## src/rtl/uart_rx.sv

```systemverilog
// uart_rx: oversampling UART receiver with optional even/odd parity and majority-vote bit sampling
module uart_rx #(
    parameter int OVERSAMPLE = 8
) (
    input  logic       CLK,
    input  logic       RST,
    input  logic       RX_IN,
    input  logic       PAR_EN,
    input  logic       PAR_TYP,
    output logic [7:0] P_DATA,
    output logic       Data_Valid,
    output logic       par_err,
    output logic       stop_err,
    output logic       busy
);
    localparam int W = $clog2(OVERSAMPLE);
    localparam logic [W-1:0] S0   = W'(OVERSAMPLE / 2 - 1);
    localparam logic [W-1:0] S1   = W'(OVERSAMPLE / 2);
    localparam logic [W-1:0] S2   = W'(OVERSAMPLE / 2 + 1);
    localparam logic [W-1:0] LAST = W'(OVERSAMPLE - 1);

    typedef enum logic [2:0] {IDLE, START, DATA, PARITY, STOP} state_t;

    state_t       state, state_nxt;
    logic         rx_m, rx_s;
    logic [W-1:0] os_cnt;
    logic [2:0]   bit_cnt;
    logic [1:0]   samp;
    logic         bit_val, par_en_l, par_typ_l, par_bad;
    logic [7:0]   shreg;
    logic         bit_end, start_det, maj;

    assign bit_end   = os_cnt == LAST;
    assign start_det = state == IDLE && !rx_s;
    assign maj       = (samp[1] & samp[0]) | (samp[1] & rx_s) | (samp[0] & rx_s);
    assign busy      = state != IDLE;

    always_comb begin
        state_nxt = state;
        unique case (state)
            IDLE:    state_nxt = rx_s ? IDLE : START;
            START:   if (bit_end) state_nxt = bit_val ? IDLE : DATA;
            DATA:    if (bit_end && bit_cnt == 3'd7) state_nxt = par_en_l ? PARITY : STOP;
            PARITY:  if (bit_end) state_nxt = STOP;
            STOP:    if (bit_end) state_nxt = IDLE;
            default: state_nxt = IDLE;
        endcase
    end

    always_ff @(posedge CLK) begin
        if (!RST) state <= IDLE;
        else      state <= state_nxt;
    end

    always_ff @(posedge CLK) begin
        if (!RST) begin
            {rx_s, rx_m} <= 2'b11;
            os_cnt       <= '0;
            bit_cnt      <= '0;
            samp         <= '0;
            bit_val      <= 1'b0;
            par_en_l     <= 1'b0;
            par_typ_l    <= 1'b0;
            par_bad      <= 1'b0;
            shreg        <= '0;
            P_DATA       <= '0;
            Data_Valid   <= 1'b0;
            par_err      <= 1'b0;
            stop_err     <= 1'b0;
        end else begin
            {rx_s, rx_m} <= {rx_m, RX_IN};
            Data_Valid   <= 1'b0;
            par_err      <= 1'b0;
            stop_err     <= 1'b0;
            // start-detect cycle is oversample count 0, so the next cycle is count 1
            if (start_det) begin
                os_cnt    <= W'(1);
                bit_cnt   <= '0;
                par_en_l  <= PAR_EN;
                par_typ_l <= PAR_TYP;
                par_bad   <= 1'b0;
            end else if (state != IDLE) begin
                os_cnt <= bit_end ? '0 : os_cnt + 1'b1;
            end
            if (os_cnt == S0) samp[1] <= rx_s;
            if (os_cnt == S1) samp[0] <= rx_s;
            if (os_cnt == S2) bit_val <= maj;
            if (bit_end && state == DATA) begin
                shreg   <= {bit_val, shreg[7:1]};
                bit_cnt <= bit_cnt + 1'b1;
            end
            if (bit_end && state == PARITY) par_bad <= bit_val != (^shreg ^ par_typ_l);
            if (bit_end && state == STOP) begin
                Data_Valid <= bit_val & ~par_bad;
                par_err    <= par_bad;
                stop_err   <= ~bit_val;
                if (bit_val & ~par_bad) P_DATA <= shreg;
            end
        end
    end
endmodule

```

## config.mk

```make
export PLATFORM = sky130hd
export DESIGN_NAME = uart_rx
export DESIGN_NICKNAME = d
export VERILOG_FILES = /design/src/rtl/uart_rx.sv
export SDC_FILE = /design/constraint.sdc
export NUM_CORES = 1
export LEC_CHECK = 0
export CELL_PAD_IN_SITES_DETAIL_PLACEMENT = 2
export CELL_PAD_IN_SITES_GLOBAL_PLACEMENT = 2
export CORE_UTILIZATION = 35
export DETAILED_ROUTE_END_ITERATION = 6
export PLACE_DENSITY = 0.76
export RECOVER_POWER = 50
export REMOVE_ABC_BUFFERS = 1
export SYNTH_ARGS = -nofsm -noshare
export SYNTH_HDL_FRONTEND = slang
export SYNTH_SLANG_ARGS = --single-unit
```

## constraint.sdc

```tcl
create_clock -name CLK -period 2.4 [get_ports CLK]
set_clock_uncertainty 0.1 [all_clocks]
set_input_delay 0.48 -clock CLK [delete_from_list [all_inputs] [get_ports CLK]]
set_output_delay 0.48 -clock CLK [all_outputs]
set_load 0.02 [all_outputs]
```

## Word-level counts from Yosys, hierarchy flattened

Index checks and enable logic that the tools add are counted.

- Memory bits (read-only): 0
- Latch bits: 0
- RAM bits: 0
- Memories: 0
- Input bits: 5
- Word-level logic and storage cells: 74
- Bits in registers: 36

- Mux-type cells: 15
- Bitwise logic cells: 10
- Add/sub/neg operators: 2
- Div/mod/pow operators: 0
- Reduce and logical (&&, ||, !) cells: 16
- Order comparisons: 0
- Multiply operators: 0
- Shift operators: 0
- Equal/unequal tests: 14

Operators with widths:

| cell | count |
|---|---|
| two-way mux 3 bit | 8 |
| == test 3 bit, second input constant | 5 |
| one-hot mux 3 bit (5 select lines) | 1 |
| == test 3 x 2 -> 1 bit, second input constant | 3 |
| inequality test 2 bit, second input constant | 4 |
| parity 8 bit | 1 |
| adder 3 x 1 -> 3 bit, second input constant | 2 |
| nonzero test 2 bit | 3 |
| logical AND 1 bit | 5 |
| two-way mux 1 bit | 5 |
| AND 1 bit | 4 |
| AND reduction 2 bit | 2 |
| AND reduction 4 bit | 1 |
| == test 3 x 1 -> 1 bit, second input constant | 1 |
| logical NOT 3 bit | 1 |
| inverter 1 bit | 3 |
| nonzero test 3 bit | 1 |
| two-way mux 2 bit | 1 |
| bitwise OR 1 bit | 2 |
| OR reduction 2 bit | 1 |
| logical NOT 1 bit | 1 |
| inequality test 1 bit | 1 |
| bitwise XOR 1 bit | 1 |

## Depth between registers and ports, before layout

Gate-level depths: netlist of run 1.

- Depth after elaboration: 4
- Mapped depth: 7
- Depth with buffers taken out: 6

## Worst setup path before layout of run 1

No wires, ideal clock.

- Path kind: register to register
- Start: reg os_cnt[0]
- End: reg P_DATA[0]
- Data required time: 2184 ps
- Period minus slack after synthesis: 1690 ps
- Stages on the path, launching flop included: 8
- Arrival: 1474 ps
- Path slack: 710 ps
- Path through: dfxtp_1 ha_1 ha_1 and4bb_2 nand3b_1 buf_6 mux2i_1 nor2b_1

- Cells in the longest elaborated chain, start to end: 3

RTL lines:

| element | line | RTL |
|---|---|---|
| start: declaration | 26 | `logic [W-1:0] os_cnt;` |
| start signal: assignment | 83 | `os_cnt <= bit_end ? '0 : os_cnt + 1'b1;` |
| == test 3 bit | 33 | `assign bit_end = os_cnt == LAST;` |
| logical AND 1 bit | 93 | `if (bit_end && state == STOP) begin` |
| AND reduction 2 bit (no line) | -- |  |
| end signal: assignment | 97 | `if (bit_val & ~par_bad) P_DATA <= shreg;` |
| end: declaration | 10 | `output logic [7:0] P_DATA,` |

Every way passes these cells.
A chain may end at the register's enable or synchronous reset.

## Final worst setup path of run 1

- Start: reg state[2]
- End: out busy

- Cells in the longest elaborated chain, start to end: 1

RTL lines:

| element | line | RTL |
|---|---|---|
| start: declaration | 24 | `state_t state, state_nxt;` |
| start signal: assignment | 52 | `else state <= state_nxt;` |
| nonzero test 3 bit | 36 | `assign busy = state != IDLE;` |
| end: declaration | 14 | `output logic busy` |

Every way passes these cells.

==> impl_metrics.tcl, run 1 <==
set metrics [dict create \
    met2_usage_pct 28.3 \
    synth.distinct_cells 36 \
    period_minus_slack_ns 2.31 \
    dieHeight_um 71.7 \
    seq_area_frac_synth_pct 42.4 \
    floorplan.die.width_um 71.7 \
    worstSetupPathType "flip-flop to output pin" \
    drive_gt1_share_pct 7.73 \
    detail-route-antenna-nets 0 \
    layout.core_utilization_pct 43.7 \
    dr_total_vias 1285 \
    die-area_um2 5140 \
    dr.pass1.iters 3 \
    timing.critical_path.fanout_max 8 \
    clock_tree.root_cell "clkbuf_8" \
    nNetsFinal 206 \
    vdd.ir_drop.worst_v 0.000382 \
    drv_cap 0 \
    globalRoute.totalOverflow 0 \
    power_per_cell_area_nw_per_um2 764 \
    wire_per_inst_um 15.9 \
    worst_pin_slew_ns 0.649 \
    initial_utilization_pct 37.8 \
    rsz0062_at_grt "no" \
    post_synth_main_area_contributors "dfxtp_1 (42%), mux2i_1 (7.1%), ha_1 (5.9%), nand2_1 (5.3%), nor2b_1 (5.2%)" \
    global_route.peak_usage_layer "met2" \
    track_usage_pct 16.8 \
    pin_count_of_the_biggest_net_entering_global_routing 38 \
    cts.hold.buffers_added 0 \
    crit_family "buffers and inverters" \
    postCtsResizedCells 0 \
    drt-vias-per-instance 5.22 \
    detail_route.wirelength_mm 3.92 \
    critPathMaxStageDelay_ns 0.57 \
    timing.critical_path.required_ns 1.82 \
    synth.top_cell.area_share_pct 42.4 \
    syn_area_um2 1700 \
    synth-warning-count 0 \
    layout.cells.most_common_list "dfxtp_1 (36), nand2_1 (24), nor2b_1 (14)" \
    worstHoldEndpoint "rx_s" \
    endpoint_kind "output pin" \
    use_met3_pct 3.80 \
    final_common_cell "dfxtp_1" \
    critical_path_buf_inv_count 2 \
    worst_hold_path.num_cells 1 \
    cp_data_arrival_time_ns 1.73 \
    leakage_uw 0.000823 \
    synthesis.area_per_instance_um2 9.61 \
    hpwl_mm 2.74 \
    worst_path_max_delay_cell "clkdlybuf4s50_1" \
    drt-initial-drc-count 32 \
    report.final.slew_viol_count 0 \
    post_route_drc 0 \
    grt_first_pass_wirelength_mm 6.58 \
    port_buffers 16 \
    r2r-end "P_DATA[4]" \
    yosys.area.top_type "dfxtp_1" \
    fmax_mhz 433 \
    initial_antenna_violation_count 0 \
    antennaDiodeCount 0 \
    final_area_um2 1970 \
    clk_buf_depth 2 \
    setup_viol_count_final 0 \
    layoutNonFillerInstCount 246 \
    yosys_register_bits 36 \
    cts_post_setup_buffers_inserted 0 \
    status "complete, no violations" \
    slew_hr_pct 56.7 \
    placement.cell_area_um2 1880 \
    cts.reportedPaths.clkPinSlew_ns 0.07 \
    timing.rr.start "os_cnt[0]" \
    final-hold-violation-count 0 \
    post-place-cells 238 \
    first_global_vias 1358 \
    worstSetupStartpointType "flip-flop" \
    holdCritPathClass "flip-flop to flip-flop" \
    fin_tns_setup_ns 0 \
    num_io_pins 17 \
    clock_latency_ns 0.28 \
    areaGrowthSynthToFinish_pct 15.7 \
    critical_path.cell_chain "nor3_4, inv_1, clkdlybuf4s50_1" \
    tritoncts.num_buffers 5 \
    h-tree-depth 2 \
    globalRouteMet1Util_pct 21.1 \
    clock_sinks 36 \
    cts_tree "done" \
    timing.reg2reg.setup_slack_ns 0.42 \
    globalplace.congestion 0.728 \
    start_point_of_the_worst_hold_path "rx_m" \
    timing.final.crit_share_pct 96.3 \
    rr_worst_depth 7 \
    placeableCoreArea_um2 4500 \
    core.rowCount 24 \
    syn-instance-count 177 \
]
-- stage by stage --
stage	worst slack, ns	power, uW	hold WS, ns
after floorplan	0.558	945	0.286
after global placement	0.442	1050	0.300
after detailed placement	0.376	1070	0.311
after CTS	0.0402	1530	0.332
after global routing	0.00869	1590	0.351
final	0.0891	1500	0.332
-- layout make-up --
type | count | area (um2)
flip-flops and latches | 36 | 721
inverters | 5 | 18.8
fillers | 501 | 2540
clock buffers | 8 | 90.1
well taps | 52 | 65.1
multi-input cells | 125 | 888
repair buffers | 20 | 184
-- routing by layer --
layer  vias to the layer above  wire length (um)
li1                        627                 -
met1                       639              1880
met2                        15              1910
met3                         4                90
met4                         0                29
met5                         -                 0
-- sequential cells by signal, summed over array words and instances (netlist names) --
register,flops
par_en_l,1
rx_s,1
par_err,1
Data_Valid,1
par_bad,1
shreg,8
samp,2
stop_err,1
P_DATA,8
os_cnt,3
bit_val,1
rx_m,1
par_typ_l,1
bit_cnt,3
state,3
-- kinds of logic after synthesis --
| family | share of synthesized area [%] |
|---|---|
| AND/OR/NAND/NOR | 23.4 |
| flip-flops | 42.4 |
| adder cells (fa/ha/maj) | 5.89 |
| AO/OA/AOI/OAI | 11.5 |
| multiplexers | 7.06 |
| XOR/XNOR | 4.41 |
| buffers and inverters | 5.37 |
-- report_power, final --
part           switching (uW)  internal (uW)  total (uW)
Combinational             195            166         361
Clock                     210            234         444
Sequential               59.6            638         698
-- cells in the mapped netlist --
library cell and instances:
nand2b_1 4, nand4_1 1, ha_1 8, nand3b_1 2
nor4b_2 1, a21oi_1 2, o21a_1 1, o211ai_1 1
nand3_1 5, nor3_4 1, nor2_2 1, clkbuf_1 5
nand4b_1 1, a31oi_1 3, nor2_1 5, and3_1 4
o21ai_0 6, xnor2_1 6, a21boi_1 1, nand2_1 24
xnor3_1 1, and2_1 2, buf_6 3, and4bb_2 1
nor3b_1 3, nand2_4 1, mux2i_1 12, buf_4 2
a21boi_0 11, a221oi_1 1, buf_2 1, o311a_1 1
nor2b_1 14, dfxtp_1 36, a211oi_2 1, inv_1 5
-- worst max path at each step --
stage          cells after the start      start         to
2_1_floorplan                      6  os_cnt[0]  P_DATA[0]
3_3_place_gp                       3   state[2]       busy
3_5_place_dp                       3   state[2]       busy
4_1_cts                            3   state[2]       busy
5_1_grt                            3   state[2]       busy
6_report                           3   state[2]       busy
(Power assumes the default switching activity.)
==> run 2, diff against run 1 <==
--- a/config.mk
+++ b/config.mk
@@ -8,6 +8,7 @@
 export CELL_PAD_IN_SITES_DETAIL_PLACEMENT = 2
 export CELL_PAD_IN_SITES_GLOBAL_PLACEMENT = 2
 export CORE_UTILIZATION = 35
+export CTS_CLUSTER_SIZE = 30
 export DETAILED_ROUTE_END_ITERATION = 6
 export PLACE_DENSITY = 0.76
 export RECOVER_POWER = 50
==> results of run 2 <==
Final layout, timing and power as in run 1 (identical DEF).
==> run 3, diff against run 2 <==
==> constraint.sdc (replaced) <==
create_clock -name CLK -period 2.29 [get_ports CLK]
set_clock_uncertainty 0.1 [all_clocks]
set_input_delay 0.458 -clock CLK [delete_from_list [all_inputs] [get_ports CLK]]
set_output_delay 0.458 -clock CLK [all_outputs]
set_load 0.02 [all_outputs]
==> run 3 against run 2 <==
- via count fell by 3.0%
- routed wire length is 3.4% lower
- critical path depth did not move
- critical path type unchanged
==> impl_metrics.tcl, run 3 (same netlist as run 1, synthesis figures left out) <==
set metrics [dict create \
    die-area_um2 5140 \
    dr.pass1.iters 4 \
    period_minus_slack_ns 2.18 \
    r2r-end "P_DATA[5]" \
    cp_data_arrival_time_ns 1.62 \
    leakage_uw 0.000826 \
    port_buffers 16 \
    largest_registers_in_the_final_layout "P_DATA x8, shreg x8" \
    rr_worst_depth 7 \
    nNetsFinal 206 \
    initial_antenna_violation_count 0 \
    cts_tree "done" \
    placeableCoreArea_um2 4500 \
    fmax_mhz 458 \
    met2_usage_pct 26.7 \
    timing.final.crit_share_pct 95.3 \
    final_area_um2 1960 \
    seqPwrFrac_pct 49.0 \
    critical_path.cell_chain "nor3_4, inv_1, clkdlybuf4s50_1" \
    initial_utilization_pct 37.8 \
    startpoint "state[1]" \
    core.rowCount 24 \
    drv_cap 0 \
    power.net_switching_uw 477 \
    global_route.peak_usage_layer "met2" \
    worstSetupPathType "flip-flop to output pin" \
    drt-initial-drc-count 40 \
    start_point_of_the_worst_hold_path "rx_m" \
    hpwl_mm 2.67 \
    clock_tree.root_cell "clkbuf_8" \
    detail-route-antenna-nets 0 \
    power_per_cell_area_nw_per_um2 782 \
    fillers 493 \
    h-tree-depth 2 \
    globalRoute.totalOverflow 0 \
    worst_pin_slew_ns 0.640 \
    switching_share_pct 31.2 \
    grt_first_pass_wirelength_mm 6.36 \
    antennaDiodeCount 0 \
    tritoncts.num_buffers 5 \
    globalplace.congestion 0.774 \
    detail_route.wirelength_mm 3.78 \
    rsz0062_at_grt "no" \
    worstSetupStartpointType "flip-flop" \
    track_usage_pct 16.2 \
    worst_setup_path_endpoint "busy" \
    clock_latency_ns 0.28 \
    comb_power_share_pct 23.6 \
    vdd.ir_drop.worst_v 0.000262 \
    p_int_uw 1060 \
    slew_hr_pct 57.3 \
    first_global_vias 1300 \
    endpoint_kind "output pin" \
    clock_sinks 36 \
    post_route_drc 0 \
    timing.rr.start "os_cnt[0]" \
    layout.cells.most_common_list "dfxtp_1 (35), nand2_1 (24), nor2b_1 (14)" \
    holdCritPathClass "flip-flop to flip-flop" \
    num_io_pins 17 \
    pin_count_of_the_biggest_net_entering_global_routing 38 \
    worst_path_max_delay_cell "clkdlybuf4s50_1" \
    status "complete, no violations" \
    report.final.slew_viol_count 0 \
    drive_gt1_share_pct 8.81 \
    final_common_cell "dfxtp_1" \
    areaGrowthSynthToFinish_pct 15.2 \
    setup_viol_count_final 0 \
    timing.reg2reg.setup_slack_ns 0.36 \
    clkPwrFrac_pct 27.4 \
    use_met3_pct 4.64 \
    dieHeight_um 71.7 \
    placement.cell_area_um2 1880 \
    dr_total_vias 1246 \
    timing.critical_path.fanout_max 11 \
    critPathMaxStageDelay_ns 0.61 \
    drt-vias-per-instance 5.09 \
    globalRouteMet1Util_pct 20.8 \
    wire_per_inst_um 15.4 \
    cts.reportedPaths.clkPinSlew_ns 0.07 \
    fin_tns_setup_ns 0 \
    clk_buf_depth 2 \
    floorplan.die.width_um 71.7 \
    timing.critical_path.required_ns 1.73 \
    final-hold-violation-count 0 \
]
## run 3: cell types whose count changed in the layout (fill, tap and decap cells not counted), sizes merged
cell / change
clkinv: +1
buf: +1
clkbuf: -3
dlygate4sd3: +1
clkdlybuf4s50: -1
## run 3: power by group through the flow
| stage | clock network [uW] | registers (uW) | logic, uW |
|---|---|---|---|
| 2_1_floorplan | 0 | 744 | 246 |
| 3_3_place_gp | 0 | 760 | 352 |
| 3_5_place_dp | 0 | 766 | 361 |
| 4_1_cts | 445 | 751 | 369 |
| 5_1_grt | 471 | 762 | 401 |
| 6_report | 420 | 752 | 361 |
## run 3: metal layers
| layer | vias up | routed length [um] |
|---|---|---|
| li1 | 625 | - |
| met1 | 601 | 1820 |
| met5 | - | 0 |
| met4 | 0 | 23 |
| met2 | 16 | 1820 |
| met3 | 4 | 115 |
## run 3: layout make-up
class                   count  area [um2]  share of cell area (%)
repair buffers             20         188                    9.58
clock inverters             1        5.00                   0.255
inverters                   5        18.8                   0.958
well taps                  52        65.1                    3.32
multi-input cells         125         888                    45.3
flip-flops and latches     36         722                    36.8
clock buffers               6        72.6                    3.70
## run 3: worst min path at each step
stage | end | slack, ns | cells past startpoint
2_1_floorplan | rx_s | 0.29 | 1
6_report | rx_s | 0.33 | 1
4_1_cts | rx_s | 0.34 | 1
3_5_place_dp | rx_s | 0.30 | 1
5_1_grt | rx_s | 0.37 | 1
3_3_place_gp | rx_s | 0.31 | 1
## run 3: critical path: cells and delay by family, from the launching register on
family / cells / cell delay [ns]
buffers and inverters: 2 / 0.71
DFF: 1 / 0.57
and+or+nand+nor: 1 / 0.07
## run 3: timing repair
| action | 4_1_cts | 5_1_grt |
|---|---|---|
| hold endpoints to repair | 0 | 0 |
| gates resized for setup | 0 | 1 |
| hold buffers | 0 | 0 |
| buffers inserted | 0 | 0 |
| setup endpoints to repair | 0 | 1 |
## run 3: through the flow
stage | worst slack [ns] | hold WS [ns] | total power, uW | util [%] | std cells
after floorplan | 0.448 | 0.286 | 990 | - | 166
after global placement | 0.396 | 0.305 | 1110 | 41.8 | 238
after CTS | 0.0660 | 0.338 | 1570 | 43.5 | 245
final | 0.108 | 0.331 | 1530 | 43.5 | 245
after detailed placement | 0.339 | 0.303 | 1130 | 41.8 | 238
after global routing | 0.0162 | 0.365 | 1630 | 43.5 | 245
==> edit: new RTL, flow settings as in run 3 <==
Register the inputs `RX_IN`, `PAR_EN` and `PAR_TYP` before use, cleared by the reset. The logic sees them one clock later.
--- a/src/rtl/uart_rx.sv
+++ b/src/rtl/uart_rx.sv
@@ -21,4 +21,20 @@
 
     typedef enum logic [2:0] {IDLE, START, DATA, PARITY, STOP} state_t;
+
+    logic RX_IN_q;
+    logic PAR_EN_q;
+    logic PAR_TYP_q;
+
+    always_ff @(posedge CLK) begin
+        if (!RST) begin
+            RX_IN_q   <= '0;
+            PAR_EN_q  <= '0;
+            PAR_TYP_q <= '0;
+        end else begin
+            RX_IN_q   <= RX_IN;
+            PAR_EN_q  <= PAR_EN;
+            PAR_TYP_q <= PAR_TYP;
+        end
+    end
 
     state_t       state, state_nxt;
@@ -69,5 +85,5 @@
             stop_err     <= 1'b0;
         end else begin
-            {rx_s, rx_m} <= {rx_m, RX_IN};
+            {rx_s, rx_m} <= {rx_m, RX_IN_q};
             Data_Valid   <= 1'b0;
             par_err      <= 1'b0;
@@ -77,6 +93,6 @@
                 os_cnt    <= W'(1);
                 bit_cnt   <= '0;
-                par_en_l  <= PAR_EN;
-                par_typ_l <= PAR_TYP;
+                par_en_l  <= PAR_EN_q;
+                par_typ_l <= PAR_TYP_q;
                 par_bad   <= 1'b0;
             end else if (state != IDLE) begin
Function: changed (a bounded check fails within 4 cycles, from zero or initial values and one cycle with RST low).
==> edit against run 3 <==
Non-clock buffer count increased by 1. Total power up 18%. Synthesized area is 7.7% higher. Setup slack improved by 0.029 ns. Design area grew 8.4%. Maximum frequency increased by 1.4%. Clock power grew 6.7%. Sequential cell count is 3 higher. Wire length up 15%. Largest cell class unchanged.
==> edit: results (changes against run 3) <==
Logic synthesis
  • Post-synthesis sequential area ratio: 0.427 (+0.00268)
  • Leading post-synthesis cells by cell area: dfxtp_1, mux2i_1, nor2b_1, ha_1, nand2_1
  • Ys async rst share: 0 (unchanged)
  • Yosys Warn Count: 0 (unchanged)
  • Syn Inst Count: 183 (+3.4%)
  • Yosys cell types: 45 (+25%)

Final layout
  • Cell Count, Final, Fillers Out: 269 (+9.8%)
  • Fin nets: 214 (+3.9%)
  • Ratio of cells with drive above 1 in the final layout: 0.119 (+0.0307)
  • Fillers: 545 (+11%)
  • Area delta synth->final: 16.0%

Global routing
  • Largest net degree at the start of global routing: 26 (-32%)
  • Routing usage on met1: 0.224 (+0.0157)
  • GRT Total Usage: 0.179 (+0.0178)
  • First-pass GRT wire length: 7150 um (+12%)
  • Vias in the first global route: 1472 (+13%)
  • Met2 Track Usage GR: 0.299 (+0.0317)

Drt
  • Final WL: 4340 um (+15%)
  • Met3 Wirelength: 127 um (+10%)
  • WL met1: 2000 um (+9.7%)
  • Vias per cell: 5.01 (-1.5%)
  • Initial DRC Count: 37 (-7.5%)
  • DR WL met2: 2170 um (+19%)

Worst setup path
  • Worst Path Max Fanout: 6 (-5)
  • CP max stage delay: 0.55 ns (-0.06 ns)

Placement
  • Dpl cells: 261 (+9.7%)
  • RePlAce Congestion: 0.866 (+12%)
  • Dpl cell area: 2050 um^2 (+8.8%)
  • Hpwl dp: 3200 um (+20%)

Timing
  • Worst slew pin tran: 0.810 ns (+0.170 ns)

Power
  • Worst VDD drop: 0.321 mV (+22%)
  • Leak Pwr: 0.830 nW (+0.53%)
  • Switching share of power: 0.343 (+0.0315)

Status
  • Status: completed
[edit: cell count changes in the layout (fill, tap and decap cells not counted), sizes merged, moves of 3 or more]
cell	before	now
and3	4	1
nor2	6	9
nor2b	14	17
o21ai	6	3
nand2	25	21
dfxtp	36	39
dlygate4sd3	11	6
and2	2	5
clkdlybuf4s50	5	10
[edit: final cells by class]
type | instances | share of cell area
Tap cell | 67 | 0.0395
Clock inverter | 3 | 0.00707
Timing Repair Buffer | 21 | 0.0902
Clock buffer | 5 | 0.0324
Inverter | 6 | 0.0106
Sequential cell | 39 | 0.368
Multi-Input combinational cell | 128 | 0.453
[edit: timing repair]
item / 4_1_cts / 5_1_grt
buffers inserted: 0 / 0
gates resized for setup: 0 / 1
endpoints found under the setup margin: 0 / 1
[edit: worst paths after layout]
path              startpoint          to  slack [ns]  cells past startpoint
setup / recovery    state[2]        busy        0.14                      3
hold / removal       RX_IN_q        rx_m        0.31                      1
setup reg to reg    state[2]  bit_cnt[1]        0.16                      5
hold reg to reg      RX_IN_q        rx_m        0.31                      1
[edit: cell families (layout without fill, tap and decap cells)]
group / Yosys count / in the layout / synth area share
AND/OR/NAND/NOR: 75 / 75 / 0.260
flip-flops: 39 / 39 / 0.427
AO/OA/AOI/OAI: 27 / 27 / 0.110
buffers and inverters: 16 / 35 / 0.0472
multiplexers: 11 / 11 / 0.0602
adder cells (fa/ha/maj): 8 / 8 / 0.0547
XOR/XNOR: 7 / 7 / 0.0410
[edit: power by group through the flow]
stage	Combinational, W	Sequential, W	Clock [W]
after global routing	0.000648	0.000773	0.000485
after floorplan	0.000337	0.000837	0
after CTS	0.000601	0.000761	0.000466
after detailed placement	0.000594	0.000777	0
after global placement	0.000544	0.000772	0
final	0.000586	0.000768	0.000448
